`src/rtl/ram_block_reader.sv`:
```
// ram_block_reader
//   Read-side engine for the capture RAM. A start pulse reads word_count
//   words from base_addr (wrapping at the top of the RAM) through the
//   1-cycle-latency fabric port and streams them as one SOP/EOP-framed
//   valid/ready packet. A 2-entry output FIFO absorbs the read latency so
//   the stream runs at 1 word/clk while out_ready stays high.
// Ports
//   clk, reset          clock, asynchronous active-high reset
//   start               begin a packet (sampled only when idle)
//   base_addr           first word address, latched on accepted start
//   word_count          words to read (0..2**ADDR_W), latched on accepted start
//   busy, done          busy from accepted start through the done pulse
//   ram_*               RAM fabric read port (chipselect marks an issued read)
//   out_data/valid/sop/eop/ready  output stream; transfer = valid & ready
module ram_block_reader #(
   parameter int ADDR_W = 10,
   parameter int DATA_W = 32
) (
   input  logic                clk,
   input  logic                reset,
   input  logic                start,
   input  logic [ADDR_W-1:0]   base_addr,
   input  logic [ADDR_W:0]     word_count,
   output logic                busy,
   output logic                done,
   output logic [ADDR_W-1:0]   ram_address,
   output logic                ram_chipselect,
   output logic                ram_clken,
   output logic                ram_write,
   output logic [DATA_W/8-1:0] ram_byteenable,
   input  logic [DATA_W-1:0]   ram_readdata,
   output logic [DATA_W-1:0]   out_data,
   output logic                out_valid,
   output logic                out_sop,
   output logic                out_eop,
   input  logic                out_ready
);

   typedef enum logic [1:0] {S_IDLE, S_READ, S_DRAIN, S_DONE} state_t;

   localparam logic [ADDR_W:0] CNT_ONE = (ADDR_W+1)'(1);

   state_t              state_q;
   logic [ADDR_W-1:0]   base_q;
   logic [ADDR_W:0]     count_q;
   logic [ADDR_W:0]     issue_cnt_q;
   logic                inflight_q;
   logic                pend_sop_q;
   logic                pend_eop_q;
   logic [1:0]          fifo_cnt_q;
   logic [DATA_W-1:0]   head_data_q;
   logic                head_sop_q;
   logic                head_eop_q;
   logic [DATA_W-1:0]   tail_data_q;
   logic                tail_sop_q;
   logic                tail_eop_q;

   logic                pop;
   logic                push;
   logic                issue;
   logic                last_issue;
   logic [1:0]          occ_d;

   assign out_valid = (fifo_cnt_q != 2'd0);
   assign pop       = out_valid & out_ready;
   assign push      = inflight_q;

   // Words that will sit in the FIFO after this edge without a new read;
   // issuing only while this is below 2 makes overflow impossible.
   assign occ_d      = fifo_cnt_q + {1'b0, inflight_q} - {1'b0, pop};
   assign issue      = (state_q == S_READ) && (occ_d < 2'd2);
   assign last_issue = issue && (issue_cnt_q == count_q - CNT_ONE);

   assign ram_chipselect = issue;
   assign ram_address    = base_q + issue_cnt_q[ADDR_W-1:0];
   assign ram_clken      = 1'b1;
   assign ram_write      = 1'b0;
   assign ram_byteenable = '1;

   assign out_data = head_data_q;
   assign out_sop  = head_sop_q & out_valid;
   assign out_eop  = head_eop_q & out_valid;
   assign busy     = (state_q != S_IDLE);
   assign done     = (state_q == S_DONE);

   always_ff @(posedge clk or posedge reset) begin
      if (reset) begin
         state_q     <= S_IDLE;
         base_q      <= '0;
         count_q     <= '0;
         issue_cnt_q <= '0;
         inflight_q  <= 1'b0;
         pend_sop_q  <= 1'b0;
         pend_eop_q  <= 1'b0;
         fifo_cnt_q  <= '0;
         head_data_q <= '0;
         head_sop_q  <= 1'b0;
         head_eop_q  <= 1'b0;
         tail_data_q <= '0;
         tail_sop_q  <= 1'b0;
         tail_eop_q  <= 1'b0;
      end else begin
         // Tags travel with the read so they line up with ram_readdata.
         inflight_q <= issue;
         if (issue) begin
            pend_sop_q  <= (issue_cnt_q == '0);
            pend_eop_q  <= last_issue;
            issue_cnt_q <= issue_cnt_q + CNT_ONE;
         end

         case ({push, pop})
            2'b10: begin
               if (fifo_cnt_q == 2'd0) begin
                  head_data_q <= ram_readdata;
                  head_sop_q  <= pend_sop_q;
                  head_eop_q  <= pend_eop_q;
               end else begin
                  tail_data_q <= ram_readdata;
                  tail_sop_q  <= pend_sop_q;
                  tail_eop_q  <= pend_eop_q;
               end
               fifo_cnt_q <= fifo_cnt_q + 2'd1;
            end
            2'b01: begin
               // With one entry the head copy is stale but out_valid drops.
               head_data_q <= tail_data_q;
               head_sop_q  <= tail_sop_q;
               head_eop_q  <= tail_eop_q;
               fifo_cnt_q  <= fifo_cnt_q - 2'd1;
            end
            2'b11: begin
               if (fifo_cnt_q == 2'd1) begin
                  head_data_q <= ram_readdata;
                  head_sop_q  <= pend_sop_q;
                  head_eop_q  <= pend_eop_q;
               end else begin
                  head_data_q <= tail_data_q;
                  head_sop_q  <= tail_sop_q;
                  head_eop_q  <= tail_eop_q;
                  tail_data_q <= ram_readdata;
                  tail_sop_q  <= pend_sop_q;
                  tail_eop_q  <= pend_eop_q;
               end
            end
            default: ;
         endcase

         case (state_q)
            S_IDLE: begin
               if (start) begin
                  base_q      <= base_addr;
                  count_q     <= word_count;
                  issue_cnt_q <= '0;
                  state_q     <= (word_count == '0) ? S_DONE : S_READ;
               end
            end
            S_READ: begin
               if (last_issue) state_q <= S_DRAIN;
            end
            S_DRAIN: begin
               if (pop && head_eop_q) state_q <= S_DONE;
            end
            default: state_q <= S_IDLE;
         endcase
      end
   end

endmodule
```
`config.mk`:
```
export PLATFORM = sky130hd
export DESIGN_NAME = ram_block_reader
export DESIGN_NICKNAME = d
export VERILOG_FILES = /design/src/rtl/ram_block_reader.sv
export SDC_FILE = /design/constraint.sdc
export NUM_CORES = 1
export LEC_CHECK = 0
export ABC_AREA = 1
export CAP_MARGIN = 40
export CORE_MARGIN = 1.5
export CORE_UTILIZATION = 52
export DETAILED_ROUTE_END_ITERATION = 6
export PLACE_DENSITY_LB_ADDON = 0.12
export RECOVER_POWER = 25
export SLEW_MARGIN = 10
export SYNTH_ARGS = -nofsm -noshare
export SYNTH_HDL_FRONTEND = slang
export SYNTH_SLANG_ARGS = --single-unit
```
`constraint.sdc`:
```
create_clock -name clk -period 4.3 [get_ports clk]
set_input_delay 0.86 -clock clk [delete_from_list [all_inputs] [get_ports clk]]
set_output_delay 0.86 -clock clk [all_outputs]
set_load 0.1 [all_outputs]
```
# Word-level counts from Yosys, hierarchy flattened
# Index checks and enable logic that the tools add are counted.
dict set report word_totals {
  regBits 107
  latchBits 0
  ram_bits 0
  rom_bits 0
  input_bits 57
  output_inout_bits 54
  wordCells 82
  memories 0
}
dict set report classes {
  add_sub_neg 7
  n_mul 0
  div 0
  n_lt_le_gt_ge 1
  n_eq_ne 14
  shift 0
  mux 27
  bitwise 3
  n_reduce_logical 16
}
# op count
set op_table {}
lappend op_table {{$mux W32} 4}
lappend op_table {{$pmux W32 S3} 1}
lappend op_table {{$pmux W32 S2} 1}
lappend op_table {{$mux W11} 3}
lappend op_table {{$logic_not A11 Y1} 2}
lappend op_table {{$ne A2 B2 Y1 const B} 6}
lappend op_table {{$add A11 B1 Y11 const B} 1}
lappend op_table {{$eq A11 B11 Y1} 1}
lappend op_table {{$sub A11 B1 Y11 const B} 1}
lappend op_table {{$add A10 B10 Y10} 1}
lappend op_table {{$eq A2 B2 Y1 const B} 4}
lappend op_table {{$mux W1} 8}
lappend op_table {{$mux W2} 4}
lappend op_table {{$reduce_bool A2 Y1} 4}
lappend op_table {{$eq A2 B1 Y1 const B} 3}
lappend op_table {{$pmux W1 S3} 2}
lappend op_table {{$pmux W2 S3} 1}
lappend op_table {{$reduce_and A3 Y1} 2}
lappend op_table {{$logic_not A2 Y1} 2}
lappend op_table {{$pmux W1 S2} 2}
lappend op_table {{$pmux W2 S2} 1}
lappend op_table {{$reduce_and A2 Y1} 2}
lappend op_table {{$and A1 B1 Y1} 3}
lappend op_table {{$logic_and A1 B1 Y1} 3}
lappend op_table {{6 further kinds} 6}

# Longest topological paths before layout
dict set report logic_depth {
  ltp_word 8
  depth_mapped 19
  depth_no_buf 19
}

# Least setup slack after synthesis
# Ideal clock, no wire load.
dict set report synth_path {
  path_type {register to output}
  startpoint {register issue_cnt_q[0]}
  endpoint {output port ram_address[6]}
  arrival_ns 2.833
  required_time_ns 3.440
  slack_ns 0.607
  stages_incl_launch_ff 9
  n_path_buf 0
  cell_sequence {dfrtp_1 ha_1 inv_1 fa_1 o21ai_1 nand2_1 nand2_1 a21oi_1 xor2_1}
}
dict set report synth_between {
  elab_chain_len 1
}
# element line_no
set synth_rtl {}
lappend synth_rtl {{start: declaration} 46} ;# logic [ADDR_W:0] issue_cnt_q;
lappend synth_rtl {{start signal: assignment} 108} ;# issue_cnt_q <= issue_cnt_q + CNT_ONE;
lappend synth_rtl {{$add A10 B10 Y10} 75} ;# assign ram_address = base_q + issue_cnt_q[ADDR_W-1:0];
lappend synth_rtl {{end: declaration} 26} ;# output logic [ADDR_W-1:0] ram_address,
# Every way passes these cells.

# Worst setup path in the final report
dict set report layout_path {
  startpoint {register issue_cnt_q[0]}
  endpoint {output port ram_address[8]}
}
# Same word-level chain as after synthesis.

==> flow_summary_export.csv <==
group,metric,value,unit
finish,insertedDiodeCount,0,
floorplan,ios,111,
worst_setup_path,crit_chain,"ha_1 -> inv_1 -> fa_1 -> o21ai_1 -> nand2_1 -> nand2_1 -> a21oi_1 -> nor2_1 -> o21ai_1 -> nand2_1 -> nand2_1 -> nand2_1 -> buf_4",
detailed_routing,routed_via_density,5.13,
min_path,holdPathStages,2,
finish,final_common_cell,"nand2_1",
run_status,status,"finished with violations",
place,port_buffers,104,
finish,n_fill_cell,805,
detailed_routing,drtIter0Drc,271,
worst_setup_path,critPathMaxStageDelay,0.46,ns
sta,rsz0062_at_grt,"false",
finish,final_cell_mix,"nand2_1, inv_1, dfrtp_1",
worst_setup_path,critPathKind,"reg2out",
synthesis,synth_cells,667,
floorplan,start_util,53.1,%
floorplan,dieHeight,108,microns
sta,final.min_clock_period,3.49,ns
worst_setup_path,crit_required,3.44,ns
worst_setup_path,arrival,2.63,ns
detailed_routing,route.vias.total,4859,
worst_setup_path,start_kind,"flip-flop",
synthesis,ys_types,35,
sta,fin_tns_setup,0,ns
clock_network,cts_buffers,9,
sta,fmax,0.287,GHz
detailed_routing,drc,0,
clock_network,insertion_delay,0.37,ns
place,gp_congestion,0.836,
global_route,grt_pass1_vias,4829,
clock_network,h-tree-depth,3,
clock_network,cts.sinks,107,
finish,drive_above_1_share,15.9,%
clock_network,post_cts_resize_count,0,
finish,final_nets,884,
floorplan,core_area,10800,sq um
detailed_routing,detail_route.wl_per_cell,14.0,microns
global_route,grt_overflow,0,
clock_network,cts_hold_buf,0,
detailed_routing,dr.pass1.iters,5,
sta,worst_pin_slew,2.45,ns
synthesis,ys.warnings.count,0,
sta,drv_slew,64,
clock_network,cts_tree,"done",
synthesis,synth_area,5730,sq um
clock_network,cts_root_buffer,"clkbuf_8",
synthesis,seq_area_frac_synth,46.7,%
global_route,grt_first_pass_wirelength,22.4,mm
sta,fin_crit_sh,81.1,%
detailed_routing,wirelength,13.2,mm
min_path,hold_path.class,"reg2reg",
worst_setup_path,rr_worst_depth,12,
sta,relSlewSlack,-63.8,%
worst_setup_path,end_kind,"output port",
run,cap_violations,1,
sta,setup_viol,0,
sta,clock_skew,0.0125,ns
worst_setup_path,path_common_cell,"nand2_1",
detailed_routing,ant_nets,0,
place,place_hpwl,9.79,mm
finish,area_growth,33.6,%
worst_setup_path,slowest_stage,"dfrtp_1",
synthesis,synth_area_per_cell,8.59,sq um
clock_network,clk_pin_slew,0.10,ns
global_route,antenna_found_initial,0,
sta,hold_viol,0,
clock_network,cts_setup_buffers,0,
worst_setup_path,path_max_fanout,4,
clock_network,cts_buffer_depth,2,
floorplan,dieArea,11700,sq um
floorplan,chipWidth,108,microns
synthesis,ys_ff_latch,107,
global_route,globalRouteTotalUtil,24.2,%
run_status,violations,"capacitance limit, slew limit",
global_route,grt_max_degree,65,
floorplan,rows,38,
final timing paths:
kind	from	slack, ns	end
setup / recovery	issue_cnt_q[0]$_DFF_PP0_	0.81	ram_address[8]
hold / removal	tail_sop_q$_DFFE_PP0P_	0.50	tail_sop_q$_DFFE_PP0P_
setup reg to reg	fifo_cnt_q[0]$_DFFE_PP0P_	1.62	tail_data_q[27]$_DFFE_PP0P_
hold reg to reg	tail_sop_q$_DFFE_PP0P_	0.50	tail_sop_q$_DFFE_PP0P_
max in group asynchronous	reset	1.11	count_q[0]$_DFFE_PP0P_
min in group asynchronous	reset	1.79	base_q[3]$_DFFE_PP0P_
cells in the mapped netlist (all sizes together):
library cell    n  area (sq um)
xor2           16           140
nor2           33           131
conb            2          7.51
clkinv          1          3.75
buf            20           123
ha             23           288
dfrtp         107          2680
a21oi          15          78.8
o21bai          1          7.51
nand2         151           579
o22ai          34           213
o21ai          64           328
nor3            4          42.5
o31ai           1          7.51
inv           116           438
clkbuf          8          30.0
mux2           32           360
xnor2           9          78.8
or2             1          6.26
nor4            5          31.3
nand3          18           108
fa              1          20.0
nand4           4          25.0
a31oi           1          6.26
cell type report:
cell class                 count  area (sq um)  area share [%]
inverter                     117           442            5.77
multi-input combinational    419          2490            32.6
timing repair buffer         149          1680            22.0
clock buffer                   9           124            1.62
clock inverter                 6          61.3           0.801
sequential                   107          2680            35.0
tap                          140           175            2.29
critical path, delay by kind of cell (launching register included):
family	cells	cell delay, ns
adders and majority gates	2	0.65
AOI/OAI and AO/OA	3	0.38
buffers and inverters	2	0.36
and+or+nand+nor	6	0.39
DFF	1	0.46
routing by layer:
layer | GRT usage [%] | routed length [microns] | vias up
met5 | 0 | 0 | -
met4 | 7.52 | 292 | 0
met3 | 4.22 | 533 | 26
li1 | - | - | 2385
met1 | 30.4 | 5590 | 2315
met2 | 42.7 | 6810 | 133
metrics by stage:
| step | utilization, % | hold WS (ns) | setup slack (ns) | cell area (sq um) | instances |
|---|---|---|---|---|---|
| 6_report | 70.9 | 0.499 | 0.813 | 7660 | 947 |
| 4_1_cts | 71.0 | 0.499 | 0.800 | 7660 | 947 |
| 5_1_grt | 70.9 | 0.527 | 0.574 | 7660 | 947 |
| 3_5_place_dp | 69.2 | 0.473 | 0.892 | 7470 | 932 |
| 3_3_place_gp | 63.7 | 0.467 | 0.947 | 6880 | 893 |
| 2_1_floorplan | - | 0.453 | 0.607 | 5750 | 671 |
state kept, by name, summed over array words and instances, names as in the netlist:
name / cells
base_q: 10
count_q: 11
fifo_cnt_q: 2
head_eop_q: 1
head_sop_q: 1
inflight_q: 1
issue_cnt_q: 11
out_data: 32
pend_eop_q: 1
pend_sop_q: 1
state_q: 2
tail_data_q: 32
tail_eop_q: 1
tail_sop_q: 1
kinds of logic (layout without fill, tap and decap cells):
kind of cell / Yosys count / in the layout / share of synthesized area [%]
and+or+nand+nor: 216 / 216 / 16.1
buffers and inverters: 145 / 281 / 10.4
AOI/OAI and AO/OA: 116 / 116 / 11.2
DFF: 107 / 107 / 46.7
muxes: 32 / 32 / 6.29
xor gates and xnor gates: 25 / 25 / 3.82
adders and majority gates: 24 / 24 / 5.37
other: 2 / 6 / 0.131
Power is not shown: default switching activity piles up to over one toggle a cycle in this logic, so the estimate is an artifact.
